[src/rtl/gps_acq_scheduler.sv]
// GPS C/A acquisition scheduler: walks enabled PRNs x Doppler bins x code
// phases over one captured snapshot, driving a shared correlator engine.
module gps_acq_scheduler #(
  parameter int                 NUM_SAT      = 32,
  parameter int                 CODE_PHASES  = 1023,
  parameter int                 DOPPLER_BINS = 21,
  parameter logic signed [15:0] DOPPLER_MIN  = -16'sd1310,
  parameter logic signed [15:0] DOPPLER_STEP = 16'sd131,
  parameter int                 CORR_W       = 12
) (
  input  logic              clk,
  input  logic              rst,
  input  logic              start,
  input  logic              abort,
  input  logic [NUM_SAT-1:0] sat_mask,
  input  logic [CORR_W-1:0] threshold,
  output logic              busy,
  output logic              done,
  output logic              capture_req,
  input  logic              capture_ack,
  output logic              corr_start,
  output logic [5:0]        corr_sat,
  output logic [9:0]        corr_code_phase,
  output logic [15:0]       corr_doppler_omega,
  input  logic              corr_done,
  input  logic [CORR_W-1:0] corr_value,
  output logic              result_valid,
  output logic [5:0]        result_sat,
  output logic [9:0]        result_code_phase,
  output logic [4:0]        result_doppler_idx,
  output logic [CORR_W-1:0] result_peak,
  output logic              result_detect
);

  typedef enum logic [2:0] {
    S_IDLE, S_CAPTURE, S_SEL_SAT, S_ISSUE,
    S_WAIT, S_UPDATE, S_REPORT, S_DONE
  } state_t;

  state_t r_state, w_next;

  logic [NUM_SAT-1:0] r_mask;
  logic [CORR_W-1:0]  r_thr;
  logic [5:0]         r_idx;
  logic [9:0]         r_phase;
  logic [4:0]         r_bin;
  logic signed [15:0] r_omega;
  logic [CORR_W-1:0]  r_val;
  logic [CORR_W-1:0]  r_peak;
  logic [9:0]         r_pk_phase;
  logic [4:0]         r_pk_bin;

  logic               r_corr_start;
  logic [5:0]         r_corr_sat;
  logic [9:0]         r_corr_phase;
  logic [15:0]        r_corr_omega;
  logic               r_res_valid;
  logic [5:0]         r_res_sat;
  logic [9:0]         r_res_phase;
  logic [4:0]         r_res_bin;
  logic [CORR_W-1:0]  r_res_peak;
  logic               r_res_det;

  logic [NUM_SAT:0]   w_mask_x;
  logic               w_sat_en;
  logic               w_idx_end;
  logic               w_last_phase;
  logic               w_last_bin;

  assign w_mask_x     = {1'b0, r_mask};
  assign w_sat_en     = w_mask_x[r_idx];
  assign w_idx_end    = (r_idx >= 6'(NUM_SAT));
  assign w_last_phase = (r_phase == 10'(CODE_PHASES - 1));
  assign w_last_bin   = (r_bin == 5'(DOPPLER_BINS - 1));

  always_comb begin
    w_next = r_state;
    unique case (r_state)
      S_IDLE:    if (start) w_next = S_CAPTURE;
      S_CAPTURE: begin
        if (r_mask == '0)     w_next = S_DONE;
        else if (capture_ack) w_next = S_SEL_SAT;
      end
      S_SEL_SAT: begin
        if (w_idx_end)     w_next = S_DONE;
        else if (w_sat_en) w_next = S_ISSUE;
      end
      S_ISSUE:   w_next = S_WAIT;
      S_WAIT:    if (corr_done) w_next = S_UPDATE;
      S_UPDATE:  w_next = (w_last_phase && w_last_bin) ? S_REPORT : S_ISSUE;
      S_REPORT:  w_next = S_SEL_SAT;
      S_DONE:    w_next = S_IDLE;
    endcase
    if (abort && r_state != S_IDLE && r_state != S_DONE)
      w_next = S_DONE;
  end

  always_ff @(posedge clk) begin
    if (rst) begin
      r_state      <= S_IDLE;
      r_mask       <= '0;
      r_thr        <= '0;
      r_idx        <= '0;
      r_phase      <= '0;
      r_bin        <= '0;
      r_omega      <= '0;
      r_val        <= '0;
      r_peak       <= '0;
      r_pk_phase   <= '0;
      r_pk_bin     <= '0;
      r_corr_start <= 1'b0;
      r_corr_sat   <= '0;
      r_corr_phase <= '0;
      r_corr_omega <= '0;
      r_res_valid  <= 1'b0;
      r_res_sat    <= '0;
      r_res_phase  <= '0;
      r_res_bin    <= '0;
      r_res_peak   <= '0;
      r_res_det    <= 1'b0;
    end else begin
      r_state      <= w_next;
      r_corr_start <= 1'b0;
      r_res_valid  <= 1'b0;
      case (r_state)
        S_IDLE: if (start) begin
          r_mask <= sat_mask;
          r_thr  <= threshold;
          r_idx  <= '0;
        end
        S_SEL_SAT: begin
          r_phase    <= '0;
          r_bin      <= '0;
          r_omega    <= DOPPLER_MIN;
          r_peak     <= '0;
          r_pk_phase <= '0;
          r_pk_bin   <= '0;
          if (!w_idx_end && !w_sat_en) r_idx <= r_idx + 6'd1;
        end
        S_ISSUE: if (!abort) begin
          r_corr_start <= 1'b1;
          r_corr_sat   <= r_idx + 6'd1;
          r_corr_phase <= r_phase;
          r_corr_omega <= r_omega;
        end
        S_WAIT: if (corr_done) r_val <= corr_value;
        S_UPDATE: begin
          // strict compare keeps the earliest point on ties
          if (r_val > r_peak) begin
            r_peak     <= r_val;
            r_pk_phase <= r_phase;
            r_pk_bin   <= r_bin;
          end
          if (w_last_phase) begin
            r_phase <= '0;
            r_bin   <= r_bin + 5'd1;
            r_omega <= r_omega + DOPPLER_STEP;
          end else begin
            r_phase <= r_phase + 10'd1;
          end
        end
        S_REPORT: begin
          if (!abort) begin
            r_res_valid <= 1'b1;
            r_res_sat   <= r_idx + 6'd1;
            r_res_phase <= r_pk_phase;
            r_res_bin   <= r_pk_bin;
            r_res_peak  <= r_peak;
            r_res_det   <= (r_peak >= r_thr);
          end
          r_idx <= r_idx + 6'd1;
        end
        default: ;
      endcase
    end
  end

  assign busy               = (r_state != S_IDLE) && (r_state != S_DONE);
  assign done               = (r_state == S_DONE);
  assign capture_req        = (r_state == S_CAPTURE) && (r_mask != '0);
  assign corr_start         = r_corr_start;
  assign corr_sat           = r_corr_sat;
  assign corr_code_phase    = r_corr_phase;
  assign corr_doppler_omega = r_corr_omega;
  assign result_valid       = r_res_valid;
  assign result_sat         = r_res_sat;
  assign result_code_phase  = r_res_phase;
  assign result_doppler_idx = r_res_bin;
  assign result_peak        = r_res_peak;
  assign result_detect      = r_res_det;

endmodule
[config.mk]
export PLATFORM = sky130hd
export DESIGN_NAME = gps_acq_scheduler
export DESIGN_NICKNAME = d
export VERILOG_FILES = /design/src/rtl/gps_acq_scheduler.sv
export SDC_FILE = /design/constraint.sdc
export NUM_CORES = 1
export LEC_CHECK = 0
export BUFFER_PORTS_ARGS = -buffer_cell sky130_fd_sc_hd__buf_2
export CORE_ASPECT_RATIO = 0.9
export CORE_UTILIZATION = 57
export DETAILED_ROUTE_END_ITERATION = 10
export PLACE_DENSITY = 0.8
export RECOVER_POWER = 100
export SLEW_MARGIN = 20
export SYNTH_ARGS = -nofsm -noshare
export SYNTH_HDL_FRONTEND = slang
export SYNTH_SLANG_ARGS = --single-unit
[constraint.sdc]
create_clock -name clk -period 2.7 [get_ports clk]
set_input_delay 0.27 -clock clk [delete_from_list [all_inputs] [get_ports clk]]
set_output_delay 0.27 -clock clk [all_outputs]
set_load 0.01 [all_outputs]
==> run summary, run 1 <==
Outcome: completed
Buffers on Ports: 132
Final-report hold violation count: 0
Total Routing Usage GR: 27.36%
Final Util: 68.37%
Worst slew margin: 36.57%
Worst reg-to-reg path cell count: 10
Clock period minus final worst setup slack: 2.409 ns
Pre-CTS WS: 0.3580 ns
DIE HEIGHT: 117.3 um
Flip-flop and latch area: 0.003824 sq mm
CTS tree: built
Drt wl/cell: 14.92 um
Wl on met1: 9340 um
Fin. max-slew vios: 0
Async SR Flop Fraction: 0%
Most numerous cell in the Yosys netlist: nand2_1
Comb pwr share: 23.1%
CTS max path bufs: 2
CP Capture Type: flop
Clock Pin Slew Worst Setup and Hold Paths: 0.07 ns
Routability congestion estimate from global placement: 0.8666
Post-CTS Setup Bufs: 0
Remaining antenna violation count after routing: 0
Grt ovf: 0
Hold EP: r_val[9]
Clock power share: 33.1%
RSZ-0062 raised after global routing: no
Hold_buf cts: 0
Die area: 0.01527 sq mm
Global-route wire length before repair: 33,180 um
FF+latch count, synth: 191
Sw Ratio: 32.77%
Leak: 0.003396 uW
First-iteration detailed-routing DRC count: 441
Via density: 5.601
Core Rows: 41
Critical-path top delay cell: dfxtp_1
Int Power: 5158 uW
Synth area leaders: dfxtp_1 (45%), nand2_1 (13%), a21oi_1 (10%)
Worst setup SP type: flop
RR Endpoint: r_peak[2]
TNS Setup: 0 ns
Arrival time at the worst endpoint: 2.77 ns
Register area share after synthesis: 45.39%
Clk Latency, worst-skew pair: 0.43 ns
Sw power: 2515 uW
Sequential power share: 43.8%
Worst Clk Skew: 0.007891 ns
Max-cap viol count: 0
DRT Pass-1 Iters: 5
Drt drc: 0
Synth-to-layout area growth: 15.33%
Clock root cell: clkbuf_16
Min setup slack post-route: 0.2914 ns
Max Fclk: 0.4152 GHz
Vias in the first global route: 6,903
Kind of critical path: reg2reg
Post-CTS Resized: 0
Antenna cells: 0
Vias: 7,656
DR WL met2: 9467 um
Worst hold stages: 3
Worst-path cell chain: inv_1, ha_1, nor2b_1, o21a_1, o21a_1, o21a_1, o41ai_4, clkbuf_1, nand3_1, a21oi_1
Syn Nets: 1,142
EDFF count, synth: 0
Total CTS buffers: 17
R2R Path Start: r_peak[1]
I/O pin cnt: 133
# setup viols final: 0
Top cell type's share of synthesized area: 45.39%
H-tree level count: 4
Min-delay src: corr_value[9]
Proportion of layout cells with a drive suffix above 1: 11.16%
Crit Path Max Fanout: 8
Post-synth top area cell: dfxtp_1
Max layer used: met4
IR drop worst, VDD: 0.6921 mV
Die width: 130.1 um
Mean area per synthesized cell: 8.023 sq um
Fillers: 1,239
Power Density: 789.7 mW/mm^2
Core area: 0.01421 sq mm
Post-DP HPWL: 14,070 um
Number of cells after detailed placement: 1,335
Slowest Stage Delay on Critical Path: 0.38 ns
Synth Cell Area: 0.008424 sq mm
Most instantiated cells after synthesis: nand2_1 (281), dfxtp_1 (191), a21oi_1 (173), nor2_1 (59), clkbuf_1 (56)
Met3 WL post-DR: 1317 um
Layout Nets: 1,253
Initial Util: 59.29%
Largest net degree at the start of global routing: 76
CP required: 3.06 ns
Syn Inst Count: 1,050
Worst-Margin Slew: 0.9514 ns
Fin crit share: 89.21%
Hold Path Class: in2reg
R2r setup slk: 0.29 ns
Detailed Route WL: 20,400 um
Multi-input logic area: 0.004146 sq mm
CP dominant cell by count: o21a_1
Initial antenna violation count: 0
Ys flop type: dfxtp_1
Clk sinks: 191
Finished Layout Cells: 1,367
Yosys Warn Count: 0
Post-synth cell types: 57
-- state kept, by name (all words and copies together), names as in the netlist, 12 cells and up --
| register | cells |
|---|---|
| r_peak | 12 |
| r_val | 12 |
| r_thr | 12 |
| r_omega | 16 |
| r_mask | 32 |
| result_peak | 12 |
| corr_doppler_omega | 16 |
-- metrics by stage --
stage | power, uW | area, sq um | hold slack, ns
final | 7673 | 9716 | 0.06879
after global routing | 8061 | 9716 | 0.06205
after CTS | 7740 | 9889 | 0.05422
after detailed placement | 5196 | 9291 | 0.4434
after global placement | 5154 | 9291 | 0.4401
after floorplan | 4646 | 8424 | 0.4060
-- per-layer routing --
metal / track usage [%] / up-vias
met1: 38.25 / 3588
met4: 7.558 / 0
li1: - / 3806
met3: 5.657 / 24
met2: 42.42 / 238
met5: 0 / -
-- logic make-up after synthesis --
kind of cell               after synthesis  synth area share [%]
AOI/OAI and AO/OA                      241                 16.74
DFF                                    191                 45.39
xor gates and xnor gates                16                 1.663
buffers and inverters                  101                 4.916
and+or+nand+nor                        449                 23.61
muxes                                   21                 3.104
adders and majority gates               31                 4.574
-- power by group through the flow --
| stage | Combinational [uW] | Sequential [uW] | Clock, uW |
|---|---|---|---|
| finish | 1770 | 3360 | 2540 |
| global placement | 1750 | 3410 | 0 |
| CTS | 1810 | 3350 | 2580 |
| floorplan | 1330 | 3320 | 0 |
| detailed placement | 1780 | 3410 | 0 |
| global route | 1970 | 3390 | 2690 |
-- critical path: cells and delay by family, from the launching register on --
family / cells / cell delay [ns]
and+or+nand+nor: 2 / 0.26
adders and majority gates: 1 / 0.28
DFF: 1 / 0.38
buffers and inverters: 2 / 0.37
AOI/OAI and AO/OA: 5 / 1.04
-- worst max-delay path by stage --
stage	start	end	cells past startpoint
floorplan	r_peak[1]	r_peak[0]	11
global placement	r_peak[1]	r_pk_phase[5]	10
detailed placement	r_peak[1]	r_pk_bin[4]	10
CTS	r_peak[1]	r_pk_bin[4]	10
global route	r_peak[1]	r_peak[6]	10
finish	r_peak[1]	r_peak[2]	10
-- layout make-up --
cell class                      count  area share, %
Sequential cell                   191          39.36
Tap cell                          193          2.486
Clock inverter                     11          1.314
Multi-Input combinational cell    758          42.68
Inverter                           32          1.236
Clock buffer                       21          4.842
Timing Repair Buffer              161          8.088
-- cells in the final DEF, fill, tap and decap left out, types with 5 or more instances in the layout --
cell type and count:
dfxtp_1 191, o21ai_0 19, nor3_1 8, a21o_1 6, nand2_1 281, clkbuf_1 77, nand4_1 9, nor2_1 59
inv_1 32, nand3b_1 7, nor4_1 8, buf_4 18, mux2i_1 16, a31oi_1 6, ha_1 30, a211oi_1 12
clkbuf_16 17, and3_1 5, xnor2_1 5, buf_2 61, a21oi_1 173, nand3_1 43, xor2_1 11, a311oi_1 6
nor2b_1 5
Note: power is estimated with default switching activity, not from simulation.
==> inputs of run 2 (changes only) <==
--- a/config.mk
+++ b/config.mk
@@ -5,11 +5,11 @@
 export SDC_FILE = /design/constraint.sdc
 export NUM_CORES = 1
 export LEC_CHECK = 0
-export BUFFER_PORTS_ARGS = -buffer_cell sky130_fd_sc_hd__buf_2
 export CORE_ASPECT_RATIO = 0.9
-export CORE_UTILIZATION = 57
+export CORE_UTILIZATION = 63
 export DETAILED_ROUTE_END_ITERATION = 10
-export PLACE_DENSITY = 0.8
+export DONT_BUFFER_PORTS = 1
+export PLACE_DENSITY = 0.79
 export RECOVER_POWER = 100
 export SLEW_MARGIN = 20
 export SYNTH_ARGS = -nofsm -noshare
==> run 2 against run 1 <==
  * Worst setup slack worse by 0.13 ns
  * Maximum frequency shrank 5.0%
  * First-iteration DRC count increased by 41%
  * Sequential power about the same
  * Combinational power rose by 7%
  * Highest routed layer unchanged
  * Total power grew 0.88%
  * Core utilization grew 7.3 points
  * Sequential share of layout area shrank 0.13 points
==> run summary, run 2 (synthesized netlist as in run 1, its figures left out) <==
Max-cap viol count: 0 (unchanged)
Total Routing Usage GR: 31.71% (was 27.36%)
Antenna cells: 0 (unchanged)
TNS Setup: 0 ns (unchanged)
Flip-flop and latch area: 0.003825 sq mm (was 0.003824 sq mm)
Die area: 0.01384 sq mm (was 0.01527 sq mm)
Crit Path Max Fanout: 9 (was 8)
Global-route wire length before repair: 34,400 um (was 33,180 um)
Worst-Margin Slew: 0.7422 ns (was 0.9514 ns)
Initial Util: 65.39% (was 59.29%)
Clock Pin Slew Worst Setup and Hold Paths: 0.07 ns (about the same)
Arrival time at the worst endpoint: 2.85 ns (was 2.77 ns)
Worst Clk Skew: 0.009065 ns (was 0.007891 ns)
IR drop worst, VDD: 0.5590 mV (was 0.6921 mV)
Fillers: 974 (was 1,239)
Final-report hold violation count: 0 (unchanged)
Clock root cell: clkbuf_16 (unchanged)
CTS tree: built (unchanged)
I/O pin cnt: 133 (unchanged)
Layout Nets: 1,183 (was 1,253)
R2r setup slk: 0.17 ns (was 0.29 ns)
Most flops, register: r_mask (unchanged)
Final Util: 75.70% (was 68.37%)
Max reg flops: 32 (unchanged)
DIE HEIGHT: 111.7 um (was 117.3 um)
Total CTS buffers: 17 (unchanged)
Fin crit share: 93.86% (was 89.21%)
Synth-to-layout area growth: 15.76% (was 15.33%)
Vias: 7,497 (was 7,656)
Drt wl/cell: 16.78 um (was 14.92 um)
Worst setup SP type: flop (unchanged)
DRT Pass-1 Iters: 5 (unchanged)
Remaining antenna violation count after routing: 0 (unchanged)
Die width: 123.9 um (was 130.1 um)
Post-CTS Setup Bufs: 0 (unchanged)
Hold Path Class: in2reg (unchanged)
Multi-input logic area: 0.004148 sq mm (was 0.004146 sq mm)
Max Fclk: 0.3946 GHz (was 0.4152 GHz)
CP Capture Type: flop (unchanged)
Grt ovf: 0 (unchanged)
CP required: 3.02 ns (was 3.06 ns)
Most common cell after layout, fill and taps aside: nand2_1 (unchanged)
Crit path launch: r_phase[0] (was r_peak[1])
R2R Path Start: r_phase[0] (was r_peak[1])
Vias in the first global route: 7,025 (was 6,903)
Core area: 0.01288 sq mm (was 0.01421 sq mm)
Worst reg-to-reg path cell count: 9 (was 10)
Crit path capture: r_omega[5] (was r_peak[2])
Commonest non-fill, non-tap cells in the layout: nand2_1 (281), dfxtp_1 (190), a21oi_1 (173) (was nand2_1 (281), dfxtp_1 (191), a21oi_1 (173))
Outcome: completed (unchanged)
Fin. max-slew vios: 0 (unchanged)
H-tree level count: 4 (unchanged)
Clock period minus final worst setup slack: 2.534 ns (was 2.409 ns)
Detailed Route WL: 21,270 um (was 20,400 um)
Routability congestion estimate from global placement: 0.8816 (was 0.8666)
# setup viols final: 0 (unchanged)
Worst slew margin: 50.52% (was 36.57%)
Via density: 5.912 (was 5.601)
First-iteration detailed-routing DRC count: 621 (was 441)
Buffers on Ports: 0 (was 132)
Clk sinks: 191 (unchanged)
Core Rows: 39 (was 41)
RSZ-0062 raised after global routing: no (unchanged)
Power Density: 793.7 mW/mm^2 (was 789.7 mW/mm^2)
Initial antenna violation count: 0 (unchanged)
Drt drc: 0 (unchanged)
Kind of critical path: reg2reg (unchanged)
Leak: 0.003393 uW (was 0.003396 uW)
Post-DP HPWL: 13,210 um (was 14,070 um)
Largest net degree at the start of global routing: 134 (was 76)
Clk Latency, worst-skew pair: 0.43 ns (about the same)
RR Endpoint: r_omega[5] (was r_peak[2])
Proportion of layout cells with a drive suffix above 1: 5.888% (was 11.16%)
CTS max path bufs: 2 (unchanged)
==> run 2: cell types whose count changed in the layout (fill, tap and decap cells not counted), sizes merged <==
cell	delta
clkbuf	-73
dlygate4sd3	+68
buf	-63
inv	-3
clkinvlp	+2
clkinv	-1
==> run 2: through the flow <==
stage / instance area, sq um / total power, uW / instances / hold slack, ns / setup slack, ns
detailed placement: 8527 / 5074 / 1167 / 0.3497 / 0.2782
CTS: 9821 / 7747 / 1268 / 0.004176 / 0.1013
global placement: 8527 / 5040 / 1167 / 0.3526 / 0.4049
floorplan: 8424 / 4646 / 1050 / 0.4060 / 0.3882
global route: 9752 / 8121 / 1268 / 0.01818 / 0.05001
finish: 9752 / 7740 / 1268 / 0.02587 / 0.1659
==> run 2: worst min-delay path by stage <==
stage	from	slack [ns]	depth (start not counted)	end
global placement	rst	0.35	1	r_mask[0]
finish	threshold[0]	0.03	2	r_thr[0]
global route	threshold[1]	0.02	2	r_thr[1]
CTS	threshold[0]	0.004	2	r_thr[0]
floorplan	threshold[10]	0.41	2	r_thr[10]
detailed placement	rst	0.35	1	result_peak[11]
==> run 2: routing by layer <==
layer | part of all wire, % | up-vias | track usage [%]
li1 | - | 3657 | -
met1 | 44 | 3531 | 43.43
met2 | 45 | 270 | 47.30
met3 | 8.2 | 39 | 9.068
met4 | 2.1 | 0 | 11.67
met5 | 0 | - | 0
==> run 2: final cells by class <==
cell class                      count  share of cell area [%]
Multi-Input combinational cell    758                   42.53
Sequential cell                   191                   39.22
Timing Repair Buffer               91                   8.904
Clock buffer                       23                   4.901
Tap cell                          164                   2.104
Inverter                           32                   1.232
Clock inverter                      9                   1.103
==> run 2: worst max-delay path, stage by stage, from the launching register on <==
cell,delay (ns)
dfxtp_1,0.42
inv_1,0.10
ha_1,0.14
nand4_1,0.20
nor3_2,0.24
nand2_1,0.20
nor3_1,0.28
xnor2_1,0.16
a21oi_1,0.09
dlygate4sd3_1,0.59
==> run 2: power breakdown <==
part,internal (uW),switching [uW],total (uW)
sequential,3080,269,3350
combinational,722,1170,1890
clock,1440,1060,2500
==> run 2: what timing repair did <==
item | 4_1_cts | 5_1_grt
setup endpoints to repair | 0 | 2
gates resized for setup | 0 | 3
endpoints found under the hold margin | 179 | 0
hold buffers | 69 | 0
